===== src/rtl/ens_vote_pkg.sv =====
// Shared defaults, width helpers and FSM state type for the ensemble vote/argmax stage.
package ens_vote_pkg;

   localparam int unsigned DEF_NUM_CLASSES = 10;
   localparam int unsigned DEF_ENS_MEMBERS = 4;

   // Width needed to index n items; never narrower than one bit.
   function automatic int unsigned cls_w(input int unsigned n);
      return (n > 1) ? $clog2(n) : 1;
   endfunction

   // Width needed to hold a count in 0..m.
   function automatic int unsigned cnt_w(input int unsigned m);
      return (m > 0) ? $clog2(m + 1) : 1;
   endfunction

   typedef enum logic [1:0] {
      StAccum = 2'd0,
      StScan  = 2'd1,
      StHold  = 2'd2
   } vote_state_e;

endpackage


===== src/rtl/ens_vote_counters.sv =====
// Per-class vote counter array: accumulates one vote bit per class per enabled beat.
module ens_vote_counters
   import ens_vote_pkg::*;
#(
   parameter int unsigned NUM_CLASSES = DEF_NUM_CLASSES,
   parameter int unsigned CNT_W       = cnt_w(DEF_ENS_MEMBERS)
) (
   input  logic                         clk,
   input  logic                         rst_n,
   input  logic                         i_acc_en,
   input  logic                         i_clr,
   input  logic [NUM_CLASSES-1:0]       i_votes,
   output logic [NUM_CLASSES*CNT_W-1:0] o_count_flat
);

   logic [CNT_W-1:0] r_cnt [NUM_CLASSES];

   // Counts are bounded by the member count, so plain addition never wraps.
   always_ff @(posedge clk or negedge rst_n) begin
      if (!rst_n) begin
         for (int k = 0; k < int'(NUM_CLASSES); k++) begin
            r_cnt[k] <= '0;
         end
      end else if (i_clr) begin
         for (int k = 0; k < int'(NUM_CLASSES); k++) begin
            r_cnt[k] <= '0;
         end
      end else if (i_acc_en) begin
         for (int k = 0; k < int'(NUM_CLASSES); k++) begin
            r_cnt[k] <= r_cnt[k] + CNT_W'(i_votes[k]);
         end
      end
   end

   for (genvar g = 0; g < int'(NUM_CLASSES); g++) begin : g_flat
      assign o_count_flat[g*CNT_W +: CNT_W] = r_cnt[g];
   end

endmodule


===== src/rtl/ens_vote_argmax.sv =====
// Ensemble vote accumulator with sequential argmax scan and valid/ready result port.
// Optional ENS_VOTE_STATS_EN exposes the winning count and a tie flag.
module ens_vote_argmax
   import ens_vote_pkg::*;
#(
   parameter int unsigned NUM_CLASSES = DEF_NUM_CLASSES,
   parameter int unsigned ENS_MEMBERS = DEF_ENS_MEMBERS,
   parameter int unsigned CLS_W       = cls_w(NUM_CLASSES),
   parameter int unsigned CNT_W       = cnt_w(ENS_MEMBERS)
) (
   input  logic                   clk,
   input  logic                   rst_n,
   input  logic                   in_valid,
   output logic                   in_ready,
   input  logic [NUM_CLASSES-1:0] in_votes,
   output logic                   out_valid,
   input  logic                   out_ready,
   output logic [CLS_W-1:0]       out_class
`ifdef ENS_VOTE_STATS_EN
   ,
   output logic [CNT_W-1:0]       out_count,
   output logic                   out_tie
`endif
);

   localparam int unsigned BEAT_W = cls_w(ENS_MEMBERS);
   localparam logic [BEAT_W-1:0] LAST_BEAT = BEAT_W'(ENS_MEMBERS - 1);
   localparam logic [CLS_W-1:0]  LAST_CLS  = CLS_W'(NUM_CLASSES - 1);

   vote_state_e               r_state;
   logic [BEAT_W-1:0]         r_beat;
   logic [CLS_W-1:0]          r_idx;
   logic [CLS_W-1:0]          r_best_cls;
   logic [CNT_W-1:0]          r_best_cnt;
   logic                      r_in_ready;
   logic                      r_out_valid;
`ifdef ENS_VOTE_STATS_EN
   logic                      r_tie;
`endif

   logic                         w_accept;
   logic                         w_release;
   logic [NUM_CLASSES*CNT_W-1:0] w_count_flat;
   logic [CNT_W-1:0]             w_counts [NUM_CLASSES];
   logic [CNT_W-1:0]             w_cur_cnt;

   assign w_accept  = in_valid && r_in_ready;
   assign w_release = r_out_valid && out_ready;

   ens_vote_counters #(
      .NUM_CLASSES (NUM_CLASSES),
      .CNT_W       (CNT_W)
   ) u_counters (
      .clk          (clk),
      .rst_n        (rst_n),
      .i_acc_en     (w_accept),
      .i_clr        (w_release),
      .i_votes      (in_votes),
      .o_count_flat (w_count_flat)
   );

   for (genvar g = 0; g < int'(NUM_CLASSES); g++) begin : g_unpack
      assign w_counts[g] = w_count_flat[g*CNT_W +: CNT_W];
   end

   assign w_cur_cnt = w_counts[r_idx];

   always_ff @(posedge clk or negedge rst_n) begin
      if (!rst_n) begin
         r_state     <= StAccum;
         r_beat      <= '0;
         r_idx       <= '0;
         r_best_cls  <= '0;
         r_best_cnt  <= '0;
         r_in_ready  <= 1'b1;
         r_out_valid <= 1'b0;
`ifdef ENS_VOTE_STATS_EN
         r_tie       <= 1'b0;
`endif
      end else begin
         unique case (r_state)
            StAccum: begin
               if (w_accept) begin
                  if (r_beat == LAST_BEAT) begin
                     r_state    <= StScan;
                     r_in_ready <= 1'b0;
                     r_idx      <= '0;
                     r_best_cls <= '0;
                     r_best_cnt <= '0;
`ifdef ENS_VOTE_STATS_EN
                     r_tie      <= 1'b0;
`endif
                  end else begin
                     r_beat <= r_beat + 1'b1;
                  end
               end
            end
            StScan: begin
               // Strictly-greater keeps the lowest index on equal counts.
               if (w_cur_cnt > r_best_cnt) begin
                  r_best_cls <= r_idx;
                  r_best_cnt <= w_cur_cnt;
`ifdef ENS_VOTE_STATS_EN
                  r_tie      <= 1'b0;
`endif
               end
`ifdef ENS_VOTE_STATS_EN
               else if ((w_cur_cnt == r_best_cnt) && (r_idx != '0)) begin
                  r_tie <= 1'b1;
               end
`endif
               if (r_idx == LAST_CLS) begin
                  r_state     <= StHold;
                  r_out_valid <= 1'b1;
               end else begin
                  r_idx <= r_idx + 1'b1;
               end
            end
            StHold: begin
               if (out_ready) begin
                  r_state     <= StAccum;
                  r_out_valid <= 1'b0;
                  r_in_ready  <= 1'b1;
                  r_beat      <= '0;
                  r_idx       <= '0;
               end
            end
            default: begin
               r_state     <= StAccum;
               r_in_ready  <= 1'b1;
               r_out_valid <= 1'b0;
               r_beat      <= '0;
            end
         endcase
      end
   end

   assign in_ready  = r_in_ready;
   assign out_valid = r_out_valid;
   assign out_class = r_best_cls;
`ifdef ENS_VOTE_STATS_EN
   assign out_count = r_best_cnt;
   assign out_tie   = r_tie;
`endif

endmodule


===== config.mk =====
export PLATFORM = sky130hd
export DESIGN_NAME = ens_vote_argmax
export DESIGN_NICKNAME = d
export VERILOG_FILES = /design/src/rtl/ens_vote_pkg.sv /design/src/rtl/ens_vote_counters.sv /design/src/rtl/ens_vote_argmax.sv
export SDC_FILE = /design/constraint.sdc
export NUM_CORES = 1
export LEC_CHECK = 0
export CAP_MARGIN = 20
export CORE_AREA = 2 2 68 70
export DETAILED_ROUTE_END_ITERATION = 10
export DIE_AREA = 0 0 70 72
export PLACE_DENSITY_LB_ADDON = 0.15
export SLEW_MARGIN = 20
export SYNTH_ARGS = -nofsm -noshare
export SYNTH_HDL_FRONTEND = slang
export SYNTH_SLANG_ARGS = --single-unit

===== constraint.sdc =====
create_clock -name clk -period 6.1 [get_ports clk]
set_input_delay 0.61 -clock clk [delete_from_list [all_inputs] [get_ports clk]]
set_output_delay 0.61 -clock clk [all_outputs]
set_load 0.05 [all_outputs]

; Yosys cells after proc, flatten, opt, wreduce, memory -nomap -nowiden
; Cells that the tools add are included.
[word_totals]
output_inout_bits = 6
input_bits = 14
reg_bits = 47
elab_cells = 88
[op_classes]
n_eq_ne = 11
n_lt_le_gt_ge = 2
add_sub_neg = 12
n_bitwise = 3
muxes = 31
reduce_logical = 12
[ops]
columns = cell, count
row1 = $mux 30, 2
row2 = $add 3x1->3, 10
row3 = $mux 4, 5
row4 = $reduce_and 4->1, 4
row5 = $mux 3, 5
row6 = $bmux 3 s4, 1
row7 = $mux 2, 6
row8 = $ne 2x2->1 const B, 6
row9 = $pmux 2 s3, 2
row10 = $pmux 4 s3, 1
row11 = $pmux 4 s2, 1
row12 = $pmux 1 s3, 2
row13 = $pmux 3 s2, 1
row14 = $ge 5x5->1 const B, 1
row15 = $mux 1, 5
row16 = $not 4->5, 1
row17 = $reduce_and 5->1, 1
row18 = $add 4x1->4 const B, 1
row19 = $eq 2x2->1 const B, 2
row20 = $eq 4x4->1 const B, 1
row21 = $reduce_bool 2->1, 2
row22 = $gt 3x3->1, 1
row23 = $reduce_and 3->1, 1
row24 = $reduce_bool 3->1, 1
row25 = 6 further kinds, 8

; Depth between registers and ports, before layout
[depth]
ltp_word = 7
ltp_mapped = 10
depth_no_buf = 8

; By module
; Synthesis repeated with hierarchy kept, for this count alone.
[unflattened]
cells_unflattened = 245
hier_area_um2 = 2797.7
[modules_own_cells]
columns = mod, area_per_inst_um2, cells_per_inst, seq_area_each_um2, n_inst
row1 = ens_vote_counters, 1596.5, 128, 750.7, 1
row2 = ens_vote_argmax, 1201.2, 117, 426.7, 1

; Worst setup path before layout
; Ideal clock, no wire load.
[synth_path]
kind = reg2reg
startpoint = reg r_idx[0]
endpoint = reg r_best_cnt[1]
t_arrival_ps = 2535
stages_incl_launch_ff = 10
setup_time_ps = 125
slack_ps = 3440
required_ps = 5975
n_path_buf = 1
synth_period_minus_slack_ps = 2660
path_cell_list = dfrtp_1 -> buf_2 -> mux4_2 -> nor2_1 -> o22ai_1 -> ha_1 -> nor2b_1 -> o21a_1 -> o211ai_2 -> mux2_2
[synth_via]
elab_chain_len = 7
word_cells_on_any_way = 9
classes_between = 1 x order compare / 1 x eq/ne / 5 x mux / 1 x bitwise / 1 x reduce/logical
[synth_rtl]
columns = item, line
row1 = "start, declared", ens_vote_argmax.sv:32  ; logic [CLS_W-1:0] r_idx;
row2 = "start signal, assigned", ens_vote_argmax.sv:116  ; r_idx <= r_idx + 1'b1;
row3 = $not 4->5 (implied by the code) *, ens_vote_argmax.sv:66  ; assign w_cur_cnt = w_counts[r_idx];
row4 = $bmux 3 s4 *, ens_vote_argmax.sv:66
row5 = $mux 3 (implied by the code) * (2 in series), ens_vote_argmax.sv:66
row6 = $gt 3x3->1, ens_vote_argmax.sv:100  ; if (w_cur_cnt > r_best_cnt) begin
row7 = $ne 2x2->1 (no source line), -
row8 = $reduce_and 4->1 (no source line), -
row9 = "end signal, assigned", ens_vote_argmax.sv:102  ; r_best_cnt <= w_cur_cnt;
row10 = "end, declared", ens_vote_argmax.sv:34  ; logic [CNT_W-1:0] r_best_cnt;
; Mark *: on every way between the ends. The rest lies on a longest branch, timed or not. The select of a mux whose other input is x is not followed.
; A chain may end at the register's enable or synchronous reset.

; Worst setup path in the final report
[layout_path]
startpoint = reg r_idx[0]
endpoint = reg r_best_cnt[2]
; The elaborated chain is that of the path after synthesis.

==> flow_summary.ini <==
[logic_synthesis]
syn_nets = 312
avgSynthCellArea_um2 = 9.76
ys_types = 39
synth_ff_type = dfrtp_1
seq_area_frac_synth_pct = 44.4
yosysWarnings = 0
async_reset_ff_share_pct = 100
ys_seq_elements = 47
synth_area_um2 = 2650
syn_inst = 272
synth_edf_count = 0

[placement]
dp_cells = 331
hpwl_mm = 3.46
place.gp.congestion = 0.813
port_buffers = 19
placed_cell_area_um2 = 2840

[layout]
fin_cells = 339
n_antenna_cell = 0
area_delta_synth_final_pct = 10.3
post_route_cells_drive_above_1_share_pct = 6.62
finalNetCount = 326
final_cell_area_um2 = 2930
n_fill_cell = 342

[drt]
num_vias = 1915
ant_nets = 0
drt_iter0_markers = 102
wirelength_mm = 4.98
detail_route.vias_per_cell = 5.65
first_pass_iters = 4
drc = 0
wire_per_inst_um = 14.7

[power]
seqPwrFrac_pct = 60.7
pwr-share-clk_pct = 35.3
p_comb_share_pct = 4.0
peakVddDrop_mv = 0.168
p_int_w = 0.000401
p_total_w = 0.000513
p_switching_w = 0.000111
power.leakage_nw = 1.46
p_sw_share_pct = 21.7
pwr_density_cell_nw_per_um2 = 175

[clocking]
cts_buffers = 5
cts_tree = done
path_clk_slew_ns = 0.08
cts_hold_buf = 0
cts.path.max_buffers = 2
cts_setup_buffers = 0
worstSkewPairLatency_ns = 0.30
cts_sinks = 47
htree_levels = 2
post_cts_resized = 0
root_buffer = clkbuf_8

[die]
dieWidth_um = 70
die_area_um2 = 5040
io_pins = 20
placementRows = 24
die_h_um = 72
start_util_pct = 62.2
core_area_um2 = 4260

[worst_setup_path]
slowest_delay_ns = 0.86
start_kind = flop
cp_max_fo = 18
worstPathCellList = mux4_2, nor2_1, o22ai_1, ha_1, nor2b_1, o21a_1, o211ai_2, mux2_2
worst_ep_arrival_time_ns = 3.38
crit_type = flop to flop
cp_data_required_time_ns = 6.29
endpoint_kind = flop
crit_slowest_cell = dfrtp_1

[min_path]
worstHoldPathType = primary input to async pin

[timing]
slew_violations = 0
slew_headroom_pct = 47.4
finalHoldViolCount = 0
fmax_ghz = 0.314
finalCritPeriodShare_pct = 52.2
worst_pin_slew_ns = 0.789
rsz0062_at_grt = false
setup_violations = 0
skew_ns = 0.00861
timing.setup.tns_ns = 0
finalCriticalPeriod_ns = 3.19

[global_route]
grt_pass1_vias = 1861
grt_start_max_net_pins = 48
grt_use_total_pct = 21.7
grt_pass1_wl_mm = 8.61
grt-ovfl-total = 0
antenna_found_initial = 0

[run_status]
status = finished, final reports clean

[job]
max_cap_viol_count = 0
cell usage after synthesis (all sizes together) (2+ instances only):
cell type / instances / area [um^2]
nand2: 63 / 236
dfrtp: 46 / 1150
a21oi: 26 / 130
ha: 26 / 325
nor2: 20 / 75.1
mux2i: 14 / 140
xor2: 10 / 87.6
clkbuf: 9 / 33.8
inv: 9 / 33.8
nand3: 5 / 25.0
buf: 4 / 35.0
o21ai: 4 / 20.0
a221o: 3 / 30.0
and2: 3 / 20.0
mux2: 3 / 33.8
mux4: 3 / 67.6
nor2b: 2 / 12.5
o211ai: 2 / 20.0
o22ai: 2 / 12.5
o2bb2ai: 2 / 17.5
or3: 2 / 12.5
sequential cells by signal, indices dropped and copies added (netlist names):
register / cells
u_counters.o_count_flat: 30
r_beat: 2
r_state: 2
out_valid: 1
out_class: 4
r_idx: 4
r_best_cnt: 3
in_ready: 1
path summary, 6_finish.rpt:
kind                       startpoint                           to  slack [ns]  cells past startpoint
setup / recovery             r_idx[0]                r_best_cnt[2]        2.91                      8
hold / removal                  rst_n                    r_beat[0]        0.30                      1
setup reg to reg             r_idx[0]                r_best_cnt[2]        2.91                      8
hold reg to reg             r_beat[1]                    r_beat[1]        0.53                      1
max in group asynchronous       rst_n  u_counters.o_count_flat[21]        5.38                      1
min in group clk            r_beat[1]                    r_beat[1]        0.53                      1
critical path: cells and delay by family, from the launching register on:
family / cells / cell delay, ns
flops: 1 / 0.86
compound gates: 3 / 0.69
simple gates: 2 / 0.24
fa+ha+maj: 1 / 0.30
mux: 2 / 0.99
metal layers:
| metal | share of wire, % | global-route usage [%] | routed length, um |
|---|---|---|---|
| met1 | 48 | 29.6 | 2370 |
| met2 | 48 | 35.2 | 2380 |
| met3 | 2.9 | 3.89 | 142 |
| met5 | 0 | 0 | 0 |
| met4 | 1.6 | 8.33 | 78 |
placed cells by master (no fill, tap or decap), types with 4 or more instances in the layout:
cell	count
a21oi_1	26
clkbuf_8	5
clkdlybuf4s50_1	18
dfrtp_1	46
ha_1	26
inv_1	9
mux2i_1	14
nand2_1	63
nand3_1	5
nor2_1	20
o21ai_0	4
xor2_1	10
final cells by class:
class                      count  area, um^2  area share [%]
inverter                       9        33.8            1.15
sequential                    47        1180            40.2
tap                           52        65.1            2.22
timing repair buffer          20         195            6.67
clock buffer                   8        80.1            2.74
multi-input combinational    203        1380            47.0
power by group through the flow:
stage          combinational, W  clock, W  sequential, W
2_1_floorplan        0.00000469         0       0.000318
3_3_place_gp          0.0000208         0       0.000317
3_5_place_dp          0.0000209         0       0.000317
4_1_cts               0.0000209  0.000188       0.000311
5_1_grt               0.0000237  0.000196       0.000311
6_report              0.0000205  0.000181       0.000311
cells by family after synthesis:
group,count (synthesis),synth area share (%)
and+or+nand+nor,100,15.8
DFF,47,44.4
adders and majority gates,26,12.3
buffers and inverters,22,3.87
muxes,20,9.10
AOI/OAI and AO/OA,47,11.3
xor gates and xnor gates,10,3.30
through the flow:
stage / util [%] / hold WS [ns] / setup WS, ns
global route: 68.6 / 0.356 / 2.73
global placement: 66.7 / 0.503 / 3.00
finish: 68.6 / 0.300 / 2.91
CTS: 68.5 / 0.531 / 2.90
floorplan: - / 0.314 / 3.44
detailed placement: 66.7 / 0.512 / 2.91
Power figures use the tool's default switching activity.
